**src/rtl/channel_selector.sv**
```systemverilog
// channel_selector: bus-and-tag channel sequencer for one I/O request; define CHANNEL_PARITY_CHECK_EN to check bus_in odd parity
module channel_selector #(
  parameter logic [15:0] TIMEOUT = 16'd1000
) (
  input  logic        clk,
  input  logic        reset_n,
  input  logic        start,
  input  logic [7:0]  dev_address,
  input  logic [7:0]  dev_command,
  input  logic [15:0] byte_count,
  output logic        busy,
  output logic        done,
  output logic [2:0]  result,
  output logic [7:0]  status,
  output logic [15:0] residual,
  input  logic [7:0]  tx_data,
  input  logic        tx_valid,
  output logic        tx_ready,
  output logic [7:0]  rx_data,
  output logic        rx_valid,
  output logic [7:0]  bus_out,
  output logic        bus_out_parity,
  output logic        operational_out,
  output logic        hold_out,
  output logic        select_out,
  output logic        address_out,
  output logic        command_out,
  output logic        service_out,
  output logic        suppress_out,
  input  logic [7:0]  bus_in,
  input  logic        bus_in_parity,
  input  logic        operational_in,
  input  logic        request_in,
  input  logic        select_in,
  input  logic        address_in,
  input  logic        status_in,
  input  logic        service_in
);
  typedef enum logic [3:0] {
    S_IDLE, S_SELECT, S_WAIT_ADDR, S_SHORT, S_COMMAND, S_INIT, S_INIT_DROP,
    S_DATA, S_END, S_END_DROP, S_ABORT
  } state_t;
  localparam logic [2:0] R_OK = 3'd0, R_SHORT = 3'd1, R_NODEV = 3'd2, R_TMO = 3'd3, R_PAR = 3'd4, R_ADDR = 3'd5;
  state_t state_q, state_d;
  logic [7:0] addr_q, addr_d, cmd_q, cmd_d, status_q, status_d, rx_data_q, rx_data_d, bus_out_q, bus_out_d;
  logic [15:0] timer_q, timer_d, residual_q, residual_d;
  logic [4:0] in_q, in_d;
  logic [2:0] result_q, result_d;
  logic busy_q, busy_d, done_q, done_d, tx_ready_q, tx_ready_d, rx_valid_q, rx_valid_d;
  logic bus_out_parity_q, bus_out_parity_d, operational_out_q, operational_out_d;
  logic hold_out_q, hold_out_d, select_out_q, select_out_d, address_out_q, address_out_d;
  logic command_out_q, command_out_d, service_out_q, service_out_d;
  logic ctrl, is_read, par_bad, fin, wait_tx, unused_in;
  assign ctrl = ~^cmd_q[1:0];
  assign is_read = cmd_q[1:0] == 2'b10;
  assign in_d = {operational_in, address_in, status_in, select_in, service_in};
`ifdef CHANNEL_PARITY_CHECK_EN
  assign par_bad = ~^{bus_in, bus_in_parity};
  assign unused_in = request_in;
`else
  assign par_bad = 1'b0;
  assign unused_in = request_in ^ bus_in_parity;
`endif
  // sequencer: next state, registered outputs and timeout counter
  always_comb begin
    state_d = state_q;
    addr_d = addr_q;
    cmd_d = cmd_q;
    status_d = status_q;
    rx_data_d = rx_data_q;
    bus_out_d = bus_out_q;
    residual_d = residual_q;
    result_d = result_q;
    busy_d = busy_q;
    done_d = 1'b0;
    tx_ready_d = 1'b0;
    rx_valid_d = 1'b0;
    operational_out_d = 1'b1;
    hold_out_d = hold_out_q;
    select_out_d = select_out_q;
    address_out_d = address_out_q;
    command_out_d = command_out_q;
    service_out_d = service_out_q;
    fin = 1'b0;
    wait_tx = 1'b0;
    if (state_q != S_IDLE && state_q != S_ABORT && timer_q >= TIMEOUT) begin
      state_d = S_ABORT;
      result_d = R_TMO;
    end else begin
      case (state_q)
        S_IDLE: if (start && !done_q) begin
          addr_d = dev_address;
          cmd_d = dev_command;
          residual_d = byte_count;
          busy_d = 1'b1;
          state_d = S_SELECT;
        end
        S_SELECT: begin
          bus_out_d = addr_q;
          address_out_d = 1'b1;
          hold_out_d = 1'b1;
          select_out_d = 1'b1;
          state_d = S_WAIT_ADDR;
        end
        S_WAIT_ADDR:
          if (operational_in && address_in) begin
            state_d = S_ABORT;
            result_d = par_bad ? R_PAR : R_ADDR;
            if (!par_bad && bus_in == addr_q) begin
              address_out_d = 1'b0;
              state_d = S_COMMAND;
            end
          end else if (status_in && !operational_in) begin
            if (par_bad) begin
              state_d = S_ABORT;
              result_d = R_PAR;
            end else begin
              status_d = bus_in;
              select_out_d = 1'b0;
              hold_out_d = 1'b0;
              address_out_d = 1'b0;
              state_d = S_SHORT;
            end
          end else if (select_in) begin
            state_d = S_ABORT;
            result_d = R_NODEV;
          end
        S_SHORT: if (!status_in) begin
          fin = 1'b1;
          result_d = R_SHORT;
        end
        S_COMMAND:
          if (!command_out_q) begin
            if (!address_in) begin
              bus_out_d = cmd_q;
              command_out_d = 1'b1;
            end
          end else if (!address_in && operational_in) begin
            command_out_d = 1'b0;
            state_d = S_INIT;
          end
        S_INIT, S_END: if (status_in) begin
          if (par_bad) begin
            state_d = S_ABORT;
            result_d = R_PAR;
          end else begin
            status_d = bus_in;
            service_out_d = 1'b1;
            state_d = state_q == S_INIT ? S_INIT_DROP : S_END_DROP;
          end
        end
        S_INIT_DROP: if (!status_in) begin
          service_out_d = 1'b0;
          if (status_q[4] || (status_q[3] && status_q[2]) || ctrl) begin
            fin = 1'b1;
            result_d = R_OK;
          end else state_d = S_DATA;
        end
        S_END_DROP: if (!status_in) begin
          fin = 1'b1;
          result_d = R_OK;
        end
        S_DATA:
          if (service_out_q || command_out_q) begin
            if (!service_in) begin
              service_out_d = 1'b0;
              command_out_d = 1'b0;
            end
          end else if (status_in && operational_in) state_d = S_END;
          else if (service_in) begin
            if (par_bad) begin
              state_d = S_ABORT;
              result_d = R_PAR;
            end else if (residual_q == 16'd0) command_out_d = 1'b1;
            else if (is_read) begin
              rx_data_d = bus_in;
              rx_valid_d = 1'b1;
              residual_d = residual_q - 16'd1;
              service_out_d = 1'b1;
            end else if (tx_valid) begin
              bus_out_d = tx_data;
              tx_ready_d = 1'b1;
              residual_d = residual_q - 16'd1;
              service_out_d = 1'b1;
            end else wait_tx = 1'b1;
          end
        S_ABORT: fin = 1'b1;
        default: state_d = S_IDLE;
      endcase
    end
    if (fin) begin
      done_d = 1'b1;
      busy_d = 1'b0;
      state_d = S_IDLE;
      hold_out_d = 1'b0;
      select_out_d = 1'b0;
      address_out_d = 1'b0;
      command_out_d = 1'b0;
      service_out_d = 1'b0;
    end
    bus_out_parity_d = ~^bus_out_d;
    timer_d = (state_d != state_q || in_d != in_q) ? 16'd0 : wait_tx ? timer_q : timer_q + 16'd1;
  end
  // state and output registers, cleared by synchronous active-low reset
  always_ff @(posedge clk) begin
    if (!reset_n) begin
      state_q <= S_IDLE;
      addr_q <= '0;
      cmd_q <= '0;
      status_q <= '0;
      rx_data_q <= '0;
      bus_out_q <= '0;
      residual_q <= '0;
      timer_q <= '0;
      in_q <= '0;
      result_q <= '0;
      busy_q <= 1'b0;
      done_q <= 1'b0;
      tx_ready_q <= 1'b0;
      rx_valid_q <= 1'b0;
      bus_out_parity_q <= 1'b0;
      operational_out_q <= 1'b0;
      hold_out_q <= 1'b0;
      select_out_q <= 1'b0;
      address_out_q <= 1'b0;
      command_out_q <= 1'b0;
      service_out_q <= 1'b0;
    end else begin
      state_q <= state_d;
      addr_q <= addr_d;
      cmd_q <= cmd_d;
      status_q <= status_d;
      rx_data_q <= rx_data_d;
      bus_out_q <= bus_out_d;
      residual_q <= residual_d;
      timer_q <= timer_d;
      in_q <= in_d;
      result_q <= result_d;
      busy_q <= busy_d;
      done_q <= done_d;
      tx_ready_q <= tx_ready_d;
      rx_valid_q <= rx_valid_d;
      bus_out_parity_q <= bus_out_parity_d;
      operational_out_q <= operational_out_d;
      hold_out_q <= hold_out_d;
      select_out_q <= select_out_d;
      address_out_q <= address_out_d;
      command_out_q <= command_out_d;
      service_out_q <= service_out_d;
    end
  end
  assign busy = busy_q;
  assign done = done_q;
  assign result = result_q;
  assign status = status_q;
  assign residual = residual_q;
  assign tx_ready = tx_ready_q;
  assign rx_data = rx_data_q;
  assign rx_valid = rx_valid_q;
  assign bus_out = bus_out_q;
  assign bus_out_parity = bus_out_parity_q;
  assign operational_out = operational_out_q;
  assign hold_out = hold_out_q;
  assign select_out = select_out_q;
  assign address_out = address_out_q;
  assign command_out = command_out_q;
  assign service_out = service_out_q;
  assign suppress_out = 1'b0;
endmodule

```
**config.mk**
```make
export PLATFORM = sky130hd
export DESIGN_NAME = channel_selector
export DESIGN_NICKNAME = d
export VERILOG_FILES = /design/src/rtl/channel_selector.sv
export SDC_FILE = /design/constraint.sdc
export NUM_CORES = 1
export LEC_CHECK = 0
export CORE_MARGIN = 1.5
export CORE_UTILIZATION = 50
export DETAILED_ROUTE_END_ITERATION = 8
export PLACE_DENSITY = 0.78
export REMOVE_ABC_BUFFERS = 1
export SYNTH_ARGS = -nofsm -noshare
export SYNTH_HDL_FRONTEND = slang
export SYNTH_SLANG_ARGS = --single-unit
```
**constraint.sdc**
```tcl
create_clock -name clk -period 5.8 [get_ports clk]
set_input_delay 0.87 -clock clk [delete_from_list [all_inputs] [get_ports clk]]
set_output_delay 0.87 -clock clk [all_outputs]
set_load 0.005 [all_outputs]
```
=== After elaboration in Yosys (flattened, before gate mapping) ===
Cells that the tools add are included.

* Output and inout port bits: 55
* Input bits: 59
* Flip-flop bits (word level): 94
* Word-level logic and storage cells: 208

* Equal/unequal tests: 44
* Mux-type cells: 88
* Reduce and logical (&&, ||, !) cells: 45
* Order comparisons: 1
* Add/sub/neg operators: 2
* Bitwise operators: 7

{| class="wikitable"
|+ Operator list
! operator !! number
|-
| 16-bit 2-to-1 mux || 7
|-
| 8-bit 2-to-1 mux || 12
|-
| 4-bit 2-to-1 mux || 15
|-
| 3-bit != test (second input constant) || 14
|-
| 1-bit 2-to-1 mux || 36
|-
| 16-bit one-hot mux with 2 select lines || 1
|-
| 4-bit one-hot mux with 8 select lines || 1
|-
| 2-bit != test (second input constant) || 12
|-
| 8-bit one-hot mux with 3 select lines || 1
|-
| 3-bit 2-to-1 mux || 7
|-
| 7-bit AND reduction || 3
|-
| 16-bit by 1-bit adder with 16-bit output (second input constant) || 1
|-
| 4-bit by 3-bit equality test with 1-bit output (second input constant) || 4
|-
| 16-bit by 10-bit >= comparator with 1-bit output (second input constant) || 1
|-
| 16-bit logical NOT || 1
|-
| 4-bit != test (second input constant) || 4
|-
| 8-bit one-hot mux with 2 select lines || 1
|-
| 16-bit by 1-bit subtractor with 16-bit output (second input constant) || 1
|-
| 4-bit equality test (second input constant) || 3
|-
| 3-bit one-hot mux with 4 select lines || 1
|-
| 2-bit OR reduction || 5
|-
| 9-bit AND reduction || 1
|-
| 4-bit by 2-bit equality test with 1-bit output (second input constant) || 2
|-
| 8-bit equality test || 1
|-
| 26 further kinds || 52
|}

=== Longest topological paths before layout ===
Gate-level depths: netlist of run 1.

* Depth in word-level cells: 11
* Mapped depth: 11
* Gate-level depth less buffers: 10

=== Worst setup path before layout of run 1 ===
OpenSTA, ideal clock, no wires.

* Path kind: input to register
* Start: in status_in
* End: reg bus_out_parity_q, in the netlist bus_out_parity
* Path slack: 2.735 ns
* Cell stages on the path: 9
* Library setup time: 0.130 ns
* Buffers on the path: 1
* Data arrival time: 2.935 ns
* Data required time: 5.670 ns
* Cell sequence: a211o_1 > nor3_4 > a21oi_2 > or2_1 > buf_2 > a221o_1 > a211o_1 > a211oi_1 > nor3b_1

* Longest elaborated chain between the ends: 6

{| class="wikitable"
|+ RTL lines
! item !! line !! source
|-
| start: declaration || 36 || <nowiki>input logic status_in,</nowiki>
|-
| 1-bit logical AND || 169 || <nowiki>end else if (status_in && operational_in) state_d = S_END;</nowiki>
|-
| 8-bit 2-to-1 mux || 169 ||
|-
| 8-bit 2-to-1 mux || 164 || <nowiki>if (service_out_q || command_out_q) begin</nowiki>
|-
| 8-bit one-hot mux with 3 select lines || 90 || <nowiki>case (state_q)</nowiki>
|-
| 8-bit 2-to-1 mux || 86 || <nowiki>if (state_q != S_IDLE && state_q != S_ABORT && timer_q >= TIMEOUT) begin</nowiki>
|-
| 8-bit XNOR reduction || 201 || <nowiki>bus_out_parity_d = ~^bus_out_d;</nowiki>
|-
| end signal: assignment || 243 || <nowiki>bus_out_parity_q <= bus_out_parity_d;</nowiki>
|-
| end: declaration || 50 || <nowiki>logic bus_out_parity_q, bus_out_parity_d, operational_out_q, operational_out_d;</nowiki>
|}

Every way passes these cells.
A chain may end at the register's enable or synchronous reset.

=== Worst setup path in the final report of run 1 ===
Ends and elaborated chain as after synthesis.

==> metrics, run 1 <==
run status complete, but fails checks; failing checks design-rule violations; CTS hold repair buffers 0; die extent in x 104 um; Startpoint Class input port; DRT met1 WL 6420 um; root buffer cell sky130_fd_sc_hd__clkbuf_8; async set-or-reset flop fraction in the synthesized netlist 0; post-place instance area 6270 sq um; total via count in the routed design roughly 5300; post-synthesis area per instance slightly below 8 sq um; Clk pin slew, worst setup/hold paths roughly 100 ps; slew at the pin closest to its max-slew limit between 1000 and 1500 ps; highest-count cells in the layout ignoring fill and taps sky130_fd_sc_hd__clkdlybuf4s50_1, sky130_fd_sc_hd__dfxtp_1, sky130_fd_sc_hd__a21oi_1; class of the most critical setup path in -> reg; leakage between 2 and 2.5 nW; routed wire length on met2 roughly 7000 um; worst vdd rail ir drop between 0.2 and 0.25 mV; count of clock tree sinks 94; site row count 36; uppermost routed layer met4; maximum number of pins on one net before global-route repair between 60 and 70; share of post-route cells with drive strength above 1 0.0565; starting utilization of the core area 0.522; CTS tree yes; number of different library cells in the post-synthesis netlist 63; highest clock frequency the design can meet about 250 MHz; P per Cell Area 297 nW/um^2; insertion delay to the later sink of the worst-skew pair between 300 and 400 ps; path class of the lowest-slack min-delay path reg -> reg; post-route worst hold slack between 400 and 500 ps; critical path required time approximately 6100 ps; via count of the first global-routing pass just under 5000; layout-stage area growth over the synthesis result 27.2%; normalized max-slew margin 0.225; min Tclk post-route roughly 4000 ps; count of inserted antenna diode cells 0; DP Worst Slack between 1000 and 1500 ps; Post-CTS Repair Setup Buffers 0; area inside the core boundary 9860 sq um; cell with the biggest individual delay on the critical path sky130_fd_sc_hd__clkdlybuf4s50_1; fin. max-slew vios 0; chain of cells forming the critical path clkdlybuf4s50_1 -> a211o_1 -> nor3_4 -> a21oi_2 -> or2_1 -> a221o_1 -> a211o_1 -> a211oi_1 -> nor3b_1; post-route DRC violation count 1; overall die height 104 um; Post-Route Skew approximately 17 ps; overall track demand over capacity in global routing 0.280; Top Family by Delay on Critical Path compound AO/OA/AOI/OAI gates; Maximum Capacitance Violations 0; final net count approximately 800; routability congestion estimate around 0.92; Avg WL per Cell 17.3 um; Post-DP HPWL roughly 10000 um; residual overflow from global routing 0; cell occurring most often along the worst timing path sky130_fd_sc_hd__a211o_1; Seq/Total Area, Yosys 0.366; First-pass DRT Iterations 7; number of synthesized flops with an enable pin 0; maximum fanout along the worst path 17; critical path capture point type flip-flop; post-route setup TNS 0 ps; CP Data Arrival Time between 4000 and 5000 ps; initial antenna violation count 0; final number of setup-violating endpoints 0; leading cell type in the layout, fill and taps excluded sky130_fd_sc_hd__clkdlybuf4s50_1; combined buffer and inverter count along the critical path 1; number of I/O pins between 100 and 150; Routed WL between 15000 and 20000 um; routed vias/inst about 6; die footprint between 10000 and 15000 sq um; unrepaired setup endpoints after global routing false; Synth Register Bits 94; post-route antenna net violation count 0; global-route wire length before repair 24500 um; overall power just under 0.002 W; least setup slack across all paths after layout between 1500 and 2000 ps; count of final hold-check violations 0; number of buffers created by CTS 9; maximum number of buffers from clock root to sink 2; delay of the slowest critical-path stage 780 ps; IO buf count 110; top flip-flop cell by instance count after synthesis sky130_fd_sc_hd__dfxtp_1; final instance area around 6500 sq um; number of DRC violations after detailed-routing iteration 0 around 380; post-synth design cell area slightly above 5000 sq um; instance count of the mapped netlist 657; post-cts resize count 0; number of warning messages in the yosys log 0; final worst-path cycle share 0.690; Detail Route met3 WL between 1000 and 1500 um; total number of H-tree levels 3
worst reg2reg max path, cell delays in order (launching register included):
cell                       delay (ps)
sky130_fd_sc_hd__dfxtp_1          860
sky130_fd_sc_hd__nand2b_4         130
sky130_fd_sc_hd__nor3_2           570
sky130_fd_sc_hd__o22ai_2          490
sky130_fd_sc_hd__or2_1            480
sky130_fd_sc_hd__a221o_1          420
sky130_fd_sc_hd__a211o_1          320
sky130_fd_sc_hd__a211oi_1         260
sky130_fd_sc_hd__nor3b_1           70
report_power, final:
group	total (W)	internal, W	switching [W]	leakage, nW
registers	0.000788	0.000704	0.0000842	0.766
clock network	0.000583	0.000332	0.000251	0.130
logic	0.000570	0.000243	0.000327	1.37
total	0.00194	0.00128	0.000663	2.26
synth_stat cells (9+ instances only):
cell type | count | area share
sky130_fd_sc_hd__a211oi_1 | 11 | 0.016
sky130_fd_sc_hd__a21o_1 | 9 | 0.013
sky130_fd_sc_hd__a21oi_1 | 70 | 0.068
sky130_fd_sc_hd__a22oi_1 | 11 | 0.016
sky130_fd_sc_hd__clkbuf_1 | 31 | 0.023
sky130_fd_sc_hd__dfxtp_1 | 94 | 0.37
sky130_fd_sc_hd__inv_1 | 19 | 0.014
sky130_fd_sc_hd__mux2i_1 | 19 | 0.037
sky130_fd_sc_hd__nand2_1 | 65 | 0.047
sky130_fd_sc_hd__nand3_1 | 17 | 0.017
sky130_fd_sc_hd__nand4_1 | 17 | 0.021
sky130_fd_sc_hd__nor2_1 | 57 | 0.042
sky130_fd_sc_hd__nor3_1 | 34 | 0.033
sky130_fd_sc_hd__nor4_1 | 10 | 0.012
sky130_fd_sc_hd__o21ai_0 | 39 | 0.038
sky130_fd_sc_hd__xnor2_1 | 20 | 0.034
sky130_fd_sc_hd__xor2_1 | 10 | 0.017
flip-flops by register name (all words and copies together) (netlist names), 3 cells and up:
signal    count
state_q       4
timer_q      16
residual     16
status        8
addr_q        8
bus_out       8
cmd_q         8
rx_data       8
result        3
in_q          5
logic make-up after synthesis:
logic type	Yosys count	share of synthesized area
xor+xnor	30	0.0511
other cells	1	0.000729
buf+inv	64	0.0501
simple gates	251	0.243
mux	27	0.0545
flops	94	0.366
fa+ha+maj	5	0.0122
compound gates	185	0.223
layout make-up:
cell class | count | area, sq um
tap | 133 | 166
inverter | 19 | 71.3
multi-input combinational | 499 | 3020
clock inverter | 7 | 145
fill | 822 | 3320
timing repair buffer | 115 | 1140
sequential | 94 | 1880
clock buffer | 9 | 124
final timing paths:
kind,start,end,slack (ps),cells after the start
worst min-delay path,result[2],result[2],470,2
worst min register to register,result[2],result[2],470,2
worst max register to register,state_q[2],bus_out_parity,2080,8
worst max-delay path,status_in,bus_out_parity,1800,9
metrics by stage:
step | util | instances
3_3_place_gp | 0.636 | 860
5_1_grt | 0.663 | 876
2_1_floorplan | - | 612
3_5_place_dp | 0.636 | 860
6_report | 0.663 | 876
4_1_cts | 0.663 | 876
metal layers:
layer	vias up	global-route usage
li1	2535	-
met1	2503	0.357
met2	264	0.446
met3	43	0.0670
met4	0	0.131
met5	-	0
(Power assumes the default switching activity.)
==> run 2, diff against run 1 <==
--- a/config.mk
+++ b/config.mk
@@ -6,9 +6,9 @@
 export NUM_CORES = 1
 export LEC_CHECK = 0
 export CORE_MARGIN = 1.5
-export CORE_UTILIZATION = 50
+export CORE_UTILIZATION = 46
 export DETAILED_ROUTE_END_ITERATION = 8
-export PLACE_DENSITY = 0.78
+export PLACE_DENSITY = 0.76
 export REMOVE_ABC_BUFFERS = 1
 export SYNTH_ARGS = -nofsm -noshare
 export SYNTH_HDL_FRONTEND = slang
==> constraint.sdc (replaced) <==
create_clock -name clk -period 3.3 [get_ports clk]
set_input_delay 0.495 -clock clk [delete_from_list [all_inputs] [get_ports clk]]
set_output_delay 0.495 -clock clk [all_outputs]
set_load 0.005 [all_outputs]
==> run 2 against run 1 <==
Utilization decreased by 4.9 points. Via count increased by 0.19%. Final cell count increased by 3.8%. Clock power increased by 37%. Critical path type is now reg -> reg. First-iteration DRC count increased by 2.4%. Total power increased by 68%. Highest routed layer unchanged. Combinational power increased by 95%. Non-clock buffer count increased by 26. Sequential power increased by 71%. Setup slack got worse by 1500 ps. Clock-buffer cell count increased by 2. Global-route usage decreased by 1.9 points. The flow now finishes without violations.
==> metrics, run 2 (same netlist as run 1, synthesis figures left out) <==
path class of the lowest-slack min-delay path reg -> reg (unchanged); post-route setup TNS 0 ps (unchanged); delay of the slowest critical-path stage 540 ps (was 780 ps); insertion delay to the later sink of the worst-skew pair 380 ps (was 390 ps); Avg WL per Cell 16.4 um (was 17.3 um); via count of the first global-routing pass 5129 (was 4937); RR Endpoint bus_out_parity (unchanged); sequential cell area in the final layout 1880 sq um (unchanged); site row count 38 (was 36); post-cts resize count 0 (unchanged); IO buf count 110 (unchanged); residual overflow from global routing 0 (unchanged); Post-DP HPWL 10900 um (was 10500 um); Routed WL 14900 um (was 15200 um); least setup slack across all paths after layout 322 ps (was 1800 ps); Clk pin slew, worst setup/hold paths 90 ps (was 100 ps); die extent in x 109 um (was 104 um); starting utilization of the core area 0.473 (was 0.522); maximum number of pins on one net before global-route repair 38 (was 66); DP Worst Slack 101 ps (was 1500 ps); post-route insts no fill 909 (was 876); Startpoint Class flip-flop (was input port); maximum fanout along the worst path 18 (was 17); post-route antenna net violation count 0 (unchanged); worst flop-to-flop path startpoint state_q[3] (was state_q[2]); chain of cells forming the critical path xor2_1 -> nor3_1 -> o22ai_2 -> buf_4 -> o21ai_0 -> a221o_1 -> a211o_1 -> a211oi_1 -> nor3b_1 (was clkdlybuf4s50_1 -> a211o_1 -> nor3_4 -> a21oi_2 -> or2_1 -> a221o_1 -> a211o_1 -> a211oi_1 -> nor3b_1); root buffer cell sky130_fd_sc_hd__clkbuf_8 (unchanged); maximum number of buffers from clock root to sink 2 (unchanged); final net count 828 (was 802); number of I/O pins 114 (unchanged); overall track demand over capacity in global routing 0.261 (was 0.280); total via count in the routed design 5355 (was 5345); Post-CTS Repair Setup Buffers 0 (unchanged); routed vias/inst 5.89 (was 6.10); Layout fillers 969 (was 822); highest clock frequency the design can meet between 300 and 400 MHz; CP Data Arrival Time 3230 ps (was 4250 ps); cell with the biggest individual delay on the critical path sky130_fd_sc_hd__dfxtp_1 (was sky130_fd_sc_hd__clkdlybuf4s50_1); share of post-route cells with drive strength above 1 0.0871 (was 0.0565); Maximum Capacitance Violations 0 (unchanged); leakage 2.37 nW (was 2.26 nW); number of buffers created by CTS 9 (unchanged); origin of the worst min-delay path cmd_q[5] (was result[2]); routability congestion estimate 0.980 (was 0.923); count of clock tree sinks 94 (unchanged); First-pass DRT Iterations 6 (was 7); highest-count cells in the layout ignoring fill and taps sky130_fd_sc_hd__clkdlybuf4s50_1, sky130_fd_sc_hd__dfxtp_1, sky130_fd_sc_hd__a21oi_1 (unchanged); final number of setup-violating endpoints 0 (unchanged); count of final hold-check violations 0 (unchanged); die footprint 11800 sq um (was 10900 sq um); fin. max-slew vios 0 (unchanged); area inside the core boundary 10900 sq um (was 9860 sq um); overall die height 109 um (was 104 um); normalized max-slew margin 0.482 (was 0.225); post-route DRC violation count 0 (was 1); Post-Route Skew 15.8 ps (was 17.4 ps); initial antenna violation count 0 (unchanged); P per Cell Area 486 nW/um^2 (was 297 nW/um^2); CTS hold repair buffers 0 (unchanged); CTS tree yes (unchanged); critical path capture point type flip-flop (unchanged); count of inserted antenna diode cells 0 (unchanged); worst vdd rail ir drop 0.295 mV (was 0.246 mV); Hold Path Cell Cnt 2 (unchanged); hold worst-path end cmd_q[5] (was result[2]); layout-stage area growth over the synthesis result 30.0% (was 27.2%); leading cell type in the layout, fill and taps excluded sky130_fd_sc_hd__clkdlybuf4s50_1 (unchanged); min Tclk post-route a little under 3000 ps; total number of H-tree levels 3 (unchanged); multi-input logic area 3020 sq um (unchanged); global-route wire length before repair 24600 um (was 24500 um); R2R setup slack 320 ps (was 2080 ps); unrepaired setup endpoints after global routing false (unchanged); critical path required time 3550 ps (was 6050 ps); slew at the pin closest to its max-slew limit 769 ps (was 1160 ps); number of DRC violations after detailed-routing iteration 0 391 (was 382); run status finished clean (was complete, but fails checks); worst-case reg-to-reg path depth 9 (was 8); class of the most critical setup path reg -> reg (was in -> reg); placed cells 893 (was 860); overall power 0.00325 W (was 0.00194 W); final worst-path cycle share 0.902
-- run 2: cell types whose count changed in the layout (fill, tap and decap cells not counted), sizes merged --
cell / previous run / this run
clkinv: 1 / 3
clkbuf: 9 / 11
buf: 5 / 31
bufinv: 4 / 1
clkinvlp: 1 / 0
-- run 2: area by class of cell --
| class | instances | share of cell area |
|---|---|---|
| inverter | 19 | 0.0107 |
| tap | 140 | 0.0262 |
| clock buffer | 11 | 0.0211 |
| sequential | 94 | 0.281 |
| timing repair buffer | 141 | 0.201 |
| multi-input combinational | 499 | 0.451 |
| clock inverter | 5 | 0.00860 |
-- run 2: worst max-delay path by stage --
stage	from	endpoint
CTS	state_q[3]	bus_out_parity
detailed placement	status_in	bus_out_parity
global route	residual[2]	bus_out_parity
finish	state_q[3]	bus_out_parity
global placement	status_in	bus_out_parity
floorplan	state_q[0]	rx_data[0]
-- run 2: per-layer routing --
metal / GRT usage / wire (um) / up-vias
met2: 0.419 / 7000 / 232
met5: 0 / 0 / -
met1: 0.343 / 6470 / 2510
met3: 0.0532 / 1090 / 32
li1: - / - / 2581
met4: 0.105 / 387 / 0
-- run 2: through the flow --
| step | util | hold slack, ps | instance area, sq um |
|---|---|---|---|
| 4_1_cts | 0.614 | 462 | 6690 |
| 5_1_grt | 0.614 | 487 | 6690 |
| 6_report | 0.614 | 464 | 6690 |
| 2_1_floorplan | - | 433 | 4960 |
| 3_5_place_dp | 0.596 | 448 | 6490 |
| 3_3_place_gp | 0.596 | 439 | 6490 |
-- run 2: worst max-delay path: cells and delay by family (launching register included) --
kind                      cells  cell delay (ps)
and+or+nand+nor               2              230
buffers and inverters         1              280
xor gates and xnor gates      1              390
AOI/OAI and AO/OA             5             1420
DFF                           1              540
-- run 2: report_power, final --
part | internal (W) | switching [W] | leakage (nW)
Combinational | 0.000485 | 0.000621 | 1.50
Sequential | 0.00124 | 0.000112 | 0.766
Clock | 0.000373 | 0.000425 | 0.104
Total | 0.00210 | 0.00116 | 2.37
==> run 3, diff against run 2 <==
--- a/config.mk
+++ b/config.mk
@@ -8,6 +8,7 @@
 export CORE_MARGIN = 1.5
 export CORE_UTILIZATION = 46
 export DETAILED_ROUTE_END_ITERATION = 8
+export HOLD_SLACK_MARGIN = 0.03
 export PLACE_DENSITY = 0.76
 export REMOVE_ABC_BUFFERS = 1
 export SYNTH_ARGS = -nofsm -noshare
==> results of run 3 <==
Final layout, timing and power as in run 2 (identical DEF).
